<file path="src/rtl/hazard_pkg.sv">
// hazard_pkg: opcodes, instruction field positions and FSM states shared by the hazard/stall logic
package hazard_pkg;
  localparam logic [4:0] OP_RTYPE = 5'b00000;
  localparam logic [4:0] OP_LW = 5'b01000;
  localparam logic [4:0] OP_SW = 5'b00111;
  localparam logic [4:0] ALU_MUL = 5'b00110;
  localparam logic [4:0] ALU_DIV = 5'b00111;
  localparam int OPC_MSB = 31;
  localparam int ALUOP_MSB = 6;
  localparam int RD_MSB = 26;
  typedef enum logic [1:0] {IDLE, BUSY, DONE} md_state_e;
endpackage

</file>
<file path="src/rtl/hazard_stall_unit_sat_counter.sv">
// sat_counter: up-counter that sticks at all ones, cleared by synchronous reset
module sat_counter #(
  parameter int WIDTH = 16
) (
  input  logic             clock,
  input  logic             reset,
  input  logic             inc,
  output logic [WIDTH-1:0] value
);
  logic [WIDTH-1:0] value_q, value_d;
  always_comb value_d = (inc && value_q != '1) ? value_q + WIDTH'(1) : value_q;
  always_ff @(posedge clock) begin
    if (reset) value_q <= '0;
    else value_q <= value_d;
  end
  assign value = value_q;
endmodule

</file>
<file path="src/rtl/hazard_stall_unit.sv">
// hazard_stall_unit: load-use detection, mult/div start/ready sequencing with watchdog,
// and stall/bubble generation for the FD/DX latches
module hazard_stall_unit
  import hazard_pkg::*;
#(
  parameter int REG_W      = 5,
  parameter int IGNORE_R0  = 1,
  parameter int MD_TIMEOUT = 64,
  parameter int CNT_W      = 16
) (
  input  logic             clock,
  input  logic             reset,
  input  logic [31:0]      fd_ir,
  input  logic [31:0]      dx_ir,
  input  logic             md_ready,
  output logic             stall,
  output logic             dx_bubble,
  output logic             md_start,
  output logic             md_busy,
  output logic             md_timeout,
  output logic [CNT_W-1:0] stall_count
);
  localparam int TW = MD_TIMEOUT > 1 ? $clog2(MD_TIMEOUT) : 1;
  md_state_e state_q, state_d;
  logic [TW-1:0] cyc_q, cyc_d;
  logic timeout_q, timeout_d;
  logic [REG_W-1:0] dx_rd, fd_rs, fd_rt;
  logic [4:0] fd_op, fd_alu;
  logic fd_md, dx_load, fd_store, load_use, wd_fire;
  logic unused_bits;
  assign dx_rd = dx_ir[RD_MSB -: REG_W];
  assign fd_rs = fd_ir[RD_MSB-REG_W -: REG_W];
  assign fd_rt = fd_ir[RD_MSB-2*REG_W -: REG_W];
  assign fd_op = fd_ir[OPC_MSB -: 5];
  assign fd_alu = fd_ir[ALUOP_MSB -: 5];
  assign fd_md = fd_op == OP_RTYPE && (fd_alu == ALU_MUL || fd_alu == ALU_DIV);
  assign dx_load = dx_ir[OPC_MSB -: 5] == OP_LW;
  assign fd_store = fd_op == OP_SW;
  // A store's rt field is not read in decode, so it cannot create a load-use hazard
  assign load_use = dx_load && !(IGNORE_R0 != 0 && dx_rd == '0)
                    && (fd_rs == dx_rd || (fd_rt == dx_rd && !fd_store));
  assign wd_fire = MD_TIMEOUT != 0 && cyc_q == TW'(MD_TIMEOUT - 1);
  assign unused_bits = ^{fd_ir, dx_ir};
  always_comb begin
    state_d = state_q;
    timeout_d = timeout_q;
    md_start = 1'b0;
    stall = load_use;
    case (state_q)
      IDLE: begin
        stall = load_use || fd_md;
        md_start = fd_md && !load_use;
        state_d = md_start ? BUSY : IDLE;
      end
      BUSY: begin
        stall = 1'b1;
        state_d = (md_ready || wd_fire) ? DONE : BUSY;
        timeout_d = timeout_q || (!md_ready && wd_fire);
      end
      default: state_d = IDLE;
    endcase
    cyc_d = (state_q == BUSY && state_d == BUSY) ? cyc_q + TW'(1) : '0;
    stall = stall && !reset;
    md_start = md_start && !reset;
  end
  always_ff @(posedge clock) begin
    if (reset) begin
      state_q <= IDLE;
      cyc_q <= '0;
      timeout_q <= 1'b0;
    end else begin
      state_q <= state_d;
      cyc_q <= cyc_d;
      timeout_q <= timeout_d;
    end
  end
  assign md_busy = state_q == BUSY;
  assign md_timeout = timeout_q;
  assign dx_bubble = stall;
  sat_counter #(.WIDTH(CNT_W)) u_stall_cnt (
    .clock(clock),
    .reset(reset),
    .inc(stall),
    .value(stall_count)
  );
endmodule

</file>
<file path="config.mk">
export PLATFORM = sky130hd
export DESIGN_NAME = hazard_stall_unit
export DESIGN_NICKNAME = d
export VERILOG_FILES = /design/src/rtl/hazard_pkg.sv /design/src/rtl/hazard_stall_unit_sat_counter.sv /design/src/rtl/hazard_stall_unit.sv
export SDC_FILE = /design/constraint.sdc
export NUM_CORES = 1
export LEC_CHECK = 0
export CAP_MARGIN = 20
export CORE_ASPECT_RATIO = 0.7
export CORE_MARGIN = 5
export CORE_UTILIZATION = 36
export CTS_CLUSTER_SIZE = 30
export DETAILED_ROUTE_END_ITERATION = 7
export GPL_TIMING_DRIVEN = 0
export PLACE_DENSITY = 0.84
export SYNTH_ARGS = -nofsm -noshare
export SYNTH_HDL_FRONTEND = slang
export SYNTH_SLANG_ARGS = --single-unit
</file>
<file path="constraint.sdc">
create_clock -name clock -period 2.8 [get_ports clock]
set_input_delay 0.56 -clock clock [delete_from_list [all_inputs] [get_ports clock]]
set_output_delay 0.56 -clock clock [all_outputs]
set_load 0.02 [all_outputs]
</file>
== After elaboration in Yosys (flattened, before gate mapping) ==
Cells that the tools add are included.
Storage, ports and cells
  bits in registers: 25
  bits in latches: 0
  memories: 0
  output and inout port bits: 21
  memory bits (read-only): 0
  input bits: 67
  memory bits (writable): 0
  logic and storage cells: 46
Operators by class
  $lt $le $gt $ge: 0
  multipliers: 0
  eq/ne operators: 10
  multiplexer cells: 5
  bitwise operators: 1
  divide/modulo/power cells: 0
  reduce and logical (&&, ||, !) cells: 24
  add/sub/neg operators: 2
  shift-type cells: 0
Operators by type and width (count)
  adder 16 x 1 -> 16 bit, second input constant: 1
  != test 16 bit, second input constant: 1
  == test 5 x 3 -> 1 bit, second input constant: 3
  == test 5 bit: 2
  logical AND 1 bit: 10
  logical NOT 5 bit: 2
  adder 6 x 1 -> 6 bit, second input constant: 1
  == test 6 bit, second input constant: 1
  == test 5 x 4 -> 1 bit, second input constant: 1
  logical NOT 1 bit: 5
  logical OR 1 bit: 5
  == test 2 x 1 -> 1 bit, second input constant: 2
  one-hot mux 2 bit (2 select lines): 1
  logical NOT 2 bit: 1
  2-to-1 mux 1 bit: 2
  2-to-1 mux 2 bit: 1
  one-hot mux 1 bit (2 select lines): 1
  OR reduction 2 bit: 1
  inverter 1 bit: 1

== Longest topological paths before layout ==
  depth after elaboration: 13
  mapped depth: 9
  gate-level depth less buffers: 7

== By module ==
A second synthesis with hierarchy kept.
Unflattened totals
  cells, all modules: 167
  area total of the unflattened synthesis: 1427.6 um^2
Modules (own cells, without submodules)
  sat_counter: area an instance 848.3 um^2, cells each 99, times used 1
  hazard_stall_unit: area an instance 579.3 um^2, cells each 68, times used 1

== Worst setup path after synthesis ==
OpenSTA, ideal clock, no wires.
  path kind: in2out
  start point: input dx_ir[23]
  end point: output md_start
  arrival: 2507 ps
  stages on the path: 4
  data required time: 2240 ps
  path buffers: 0
  setup slack: -267 ps
  path through: or4_1 -> nor2_1 -> nor3_4 -> a2111oi_0
On the way
  word-level cells in the longest chain between the ends: 8
  elaborated cells on any way between the ends: 12
RTL lines
  start: declaration: RTL line hazard_stall_unit.sv:14  | input logic [31:0] dx_ir,
  == test 5 bit / logical NOT 5 bit (equally long branches): RTL line hazard_stall_unit.sv:41, hazard_stall_unit.sv:40
  logical AND 1 bit / logical NOT 1 bit (equally long branches): RTL line hazard_stall_unit.sv:41, hazard_stall_unit.sv:40
  logical OR 1 bit / logical AND 1 bit (equally long branches): RTL line hazard_stall_unit.sv:41, hazard_stall_unit.sv:40
  logical AND 1 bit *: RTL line hazard_stall_unit.sv:41  | && (fd_rs == dx_rd || (fd_rt == dx_rd && !fd_store));
  logical NOT 1 bit *: RTL line hazard_stall_unit.sv:52  | md_start = fd_md && !load_use;
  logical AND 1 bit *: RTL line hazard_stall_unit.sv:52
  2-to-1 mux 1 bit *: RTL line hazard_stall_unit.sv:49  | case (state_q)
  logical AND 1 bit *: RTL line hazard_stall_unit.sv:64  | md_start = md_start && !reset;
  end: declaration: RTL line hazard_stall_unit.sv:18  | output logic md_start,
Every way passes the cells marked *; elsewhere a longest branch is shown, timed or not.

== Final worst setup path ==
  start point: input dx_ir[23]
  end point: output stall
On the way
  word-level cells in the longest chain between the ends: 7
  elaborated cells on any way between the ends: 11
RTL lines
  == test 5 bit / logical NOT 5 bit (equally long branches): RTL line hazard_stall_unit.sv:41, hazard_stall_unit.sv:40
  logical AND 1 bit / logical NOT 1 bit (equally long branches): RTL line hazard_stall_unit.sv:41, hazard_stall_unit.sv:40
  logical OR 1 bit / logical AND 1 bit (equally long branches): RTL line hazard_stall_unit.sv:41, hazard_stall_unit.sv:40
  logical AND 1 bit *: RTL line hazard_stall_unit.sv:41
  logical OR 1 bit: RTL line hazard_stall_unit.sv:51  | stall = load_use || fd_md;
  one-hot mux 1 bit (2 select lines) *: RTL line hazard_stall_unit.sv:49
  logical AND 1 bit *: RTL line hazard_stall_unit.sv:63  | stall = stall && !reset;
  end: declaration: RTL line hazard_stall_unit.sv:16  | output logic stall,
Marks and branches as above.

==> impl_results.md <==
* Outcome: complete, no violations
* Layout cells sized above 1 at 0.1267
* Async set-reset flop share out of synthesis at 0
* Gate Count Post-Synth at 162
* Worst Setup Start Kind: primary input
* Worst R2R Start: u_stall_cnt.value[0]$_SDFFE_PP0P_
* Syn avg cell area at 8.442 µm²
* Core Footprint at 3603 µm²
* EDFF count, synth at 0
* Final Instance Area at 2066 µm²
* Critical path type: in2out
* Die area at 5151 µm²
* Gr usage total at 0.1407
* Power Density at 318.7 nW/µm²
* Clock root cell: clkbuf_8
* # diodes at 0
* CP Data Required Time at 2.24 ns
* CTS clk-pin slew, worst paths at 0.09 ns
* Syn nets at 231
* Worst hold path stage count at 1
* Initial Util at 0.3795
* Worst-margin pin slew at 0.5234 ns
* Clock Latency Late Sink at 0.27 ns
* CP Capture Type: primary output
* Seq cells post-synth at 25
* Routed wire length at 3634 µm
* Pins Over Slew Limit at 0
* PortBufs at 52
* Synthesized area at 1368 µm²
* Min-delay src: cyc_q[0]$_SDFF_PP0_
* # hold bufs at CTS at 0
* Synth cell types at 38
* HP Class: reg2reg
* CP max FO at 3
* Seq/Total Area, Yosys at 0.3660
* Pleak at 0.7075 nW
* Avg WL per Cell at 13.41 µm
* Via density at 5.292
* IR drop worst, VDD at 0.2383 mV
* Routed wl met3 at 243 µm
* Antenna violations before repair at 0
* Tcrit/Tclk final at 0.9766
* Placed insts at 264
* Via count at 1434
* R2r worst-path depth at 9
* Post-DP HPWL at 2826 µm
* Drt drc at 0
* Drt first pass iters at 4
* Clock skew at 0.003788 ns
* Max-Cap Viols at 0
* Hold Path End: cyc_q[0]$_SDFF_PP0_
* Dominant synthesized flop cell: dfxtp_1
* Largest net degree at the start of global routing at 19
* FP Rows at 18
* Max Freq at 365.7 MHz
* DR WL met2 at 1615 µm
* Die Ht at 61.57 µm
* Hold_ws at 0.4502 ns
* CTS tree: yes
* Final WS setup at 0.06550 ns
* Area Overhead vs Synth at 51.05%
* WP data arrival at 2.17 ns
* Pre-CTS setup slack at -1.061 ns
* ANT nets after route at 0
* CTS HTree Levels at 1
* Clock Sink Count at 25
* Final Instance Count excl. Fillers at 271
* RR Endpoint: u_stall_cnt.value[1]$_SDFFE_PP0P_
* Design Power at 0.0006584 W
* Global placer's final weighted congestion at 0.8014
* Synth Warn # at 0
* Min cycle time layout at 2.734 ns
* Die W at 83.67 µm
* Placed instance area at 1954 µm²
* Fin nets at 291
* Top Layer Used: met4
* Maximum clock insertion buffer count at 2
* R2r setup slk at 0.29 ns
* Wl on met1 at 1764 µm
* Commonest non-fill, non-tap cell in the layout: clkdlybuf4s50_1
* Final Hold Fails at 0
* I/O pin cnt at 88
* Vias in the first global route at 1298
* First-pass GRT wire length at 5913 µm
* Commonest cells after routing, fill and taps aside: clkdlybuf4s50_1, dfxtp_1, nor2_1, nand3_1, a21oi_1
* CTS Buf Count at 3
* Iteration-0 DRC Markers at 85
* Setup violations, final at 0
* GR Overflow Total at 0
* Relative slew slack at 0.6511
-- critical path: stages --
cell and delay [ns]:
dlygate4sd2_1 0.27, or4_4 0.54, nor2_2 0.15, nor3_4 0.08
a21oi_4 0.18, buf_8 0.13, nor2_4 0.04, buf_6 0.11
buf_6 0.12
-- per-stage QoR --
| stage | TNS (ns) | util |
|---|---|---|
| 2_1_floorplan | -0.0009823 | - |
| 4_1_cts | 0 | 0.5698 |
| 3_5_place_dp | -3.635 | 0.5424 |
| 5_1_grt | -0.003248 | 0.5733 |
| 3_3_place_gp | -3.285 | 0.5424 |
| 6_report | 0 | 0.5733 |
-- how the worst max path moves through the flow --
stage          cells after the start        to  slack [ns]      start
3_5_place_dp                      10     stall       -1.06  dx_ir[23]
3_3_place_gp                      10     stall       -1.03  dx_ir[23]
2_1_floorplan                      4  md_start      -0.001  dx_ir[23]
6_report                           9     stall        0.07  dx_ir[23]
5_1_grt                            9     stall      -0.003  dx_ir[23]
4_1_cts                            6     stall        0.01      reset
-- sequential cells by signal, summed over array words and instances (netlist names) --
name / cells
state_q: 2
md_timeout: 1
cyc_q: 6
u_stall_cnt.value: 16
-- area by class of cell --
class,instances,area [µm²]
Timing Repair Buffer,56,534.3
Tap cell,50,62.56
Fill cell,321,1538
Sequential cell,25,500.5
Buffer,6,45.04
Clock buffer,3,41.29
Multi-Input combinational cell,129,870.8
Inverter,1,3.754
Clock inverter,1,7.507
-- where the power goes --
group          total [W]  switching [W]  leakage [nW]  internal (W)
clock network   0.000218       0.000117        0.0217      0.000101
logic          0.0000852      0.0000321         0.485     0.0000530
registers       0.000355    0.000000157         0.201      0.000355
-- cells by family (layout without fill, tap and decap cells) --
logic type               after synthesis  count (layout)  share of synthesized area
multiplexers                           3               3                    0.02470
buffers and inverters                  8              67                    0.03202
adder cells (fa/ha/maj)                2               2                    0.01830
AO/OA/AOI/OAI                         32              32                     0.1555
AND/OR/NAND/NOR                       78              78                     0.3138
flip-flops                            25              25                     0.3660
XOR/XNOR                              14              14                    0.08966
-- what timing repair did --
action                     4_1_cts  5_1_grt
setup endpoints to repair        3        3
pin swaps                        7        4
buffers inserted                 3        1
hold endpoints to repair         0        0
resized for setup               33        3
-- cell usage after synthesis (2+ instances only) --
library cell / count / area (µm²)
dfxtp_1: 25 / 500.5
nor2_1: 20 / 75.07
nand3_1: 14 / 70.07
a21oi_1: 13 / 65.06
nand2_1: 11 / 41.29
or4_1: 11 / 82.58
xnor2_1: 11 / 96.34
o31ai_1: 9 / 67.56
and3_1: 5 / 31.28
mux2_2: 3 / 33.78
nor2b_1: 3 / 18.77
xor2_1: 3 / 26.28
buf_2: 2 / 10.01
clkbuf_1: 2 / 7.510
ha_1: 2 / 25.02
nand2b_1: 2 / 12.51
nand4_1: 2 / 12.51
nor3_1: 2 / 10.01
nor4b_1: 2 / 17.52
o21ai_0: 2 / 10.01
-- per-layer routing --
layer	vias to the layer above	global-route usage
met3	2	0.04278
met1	657	0.1970
li1	717	-
met5	-	0
met4	0	0.01147
met2	58	0.2254
Note: power is estimated with default switching activity, not from simulation.
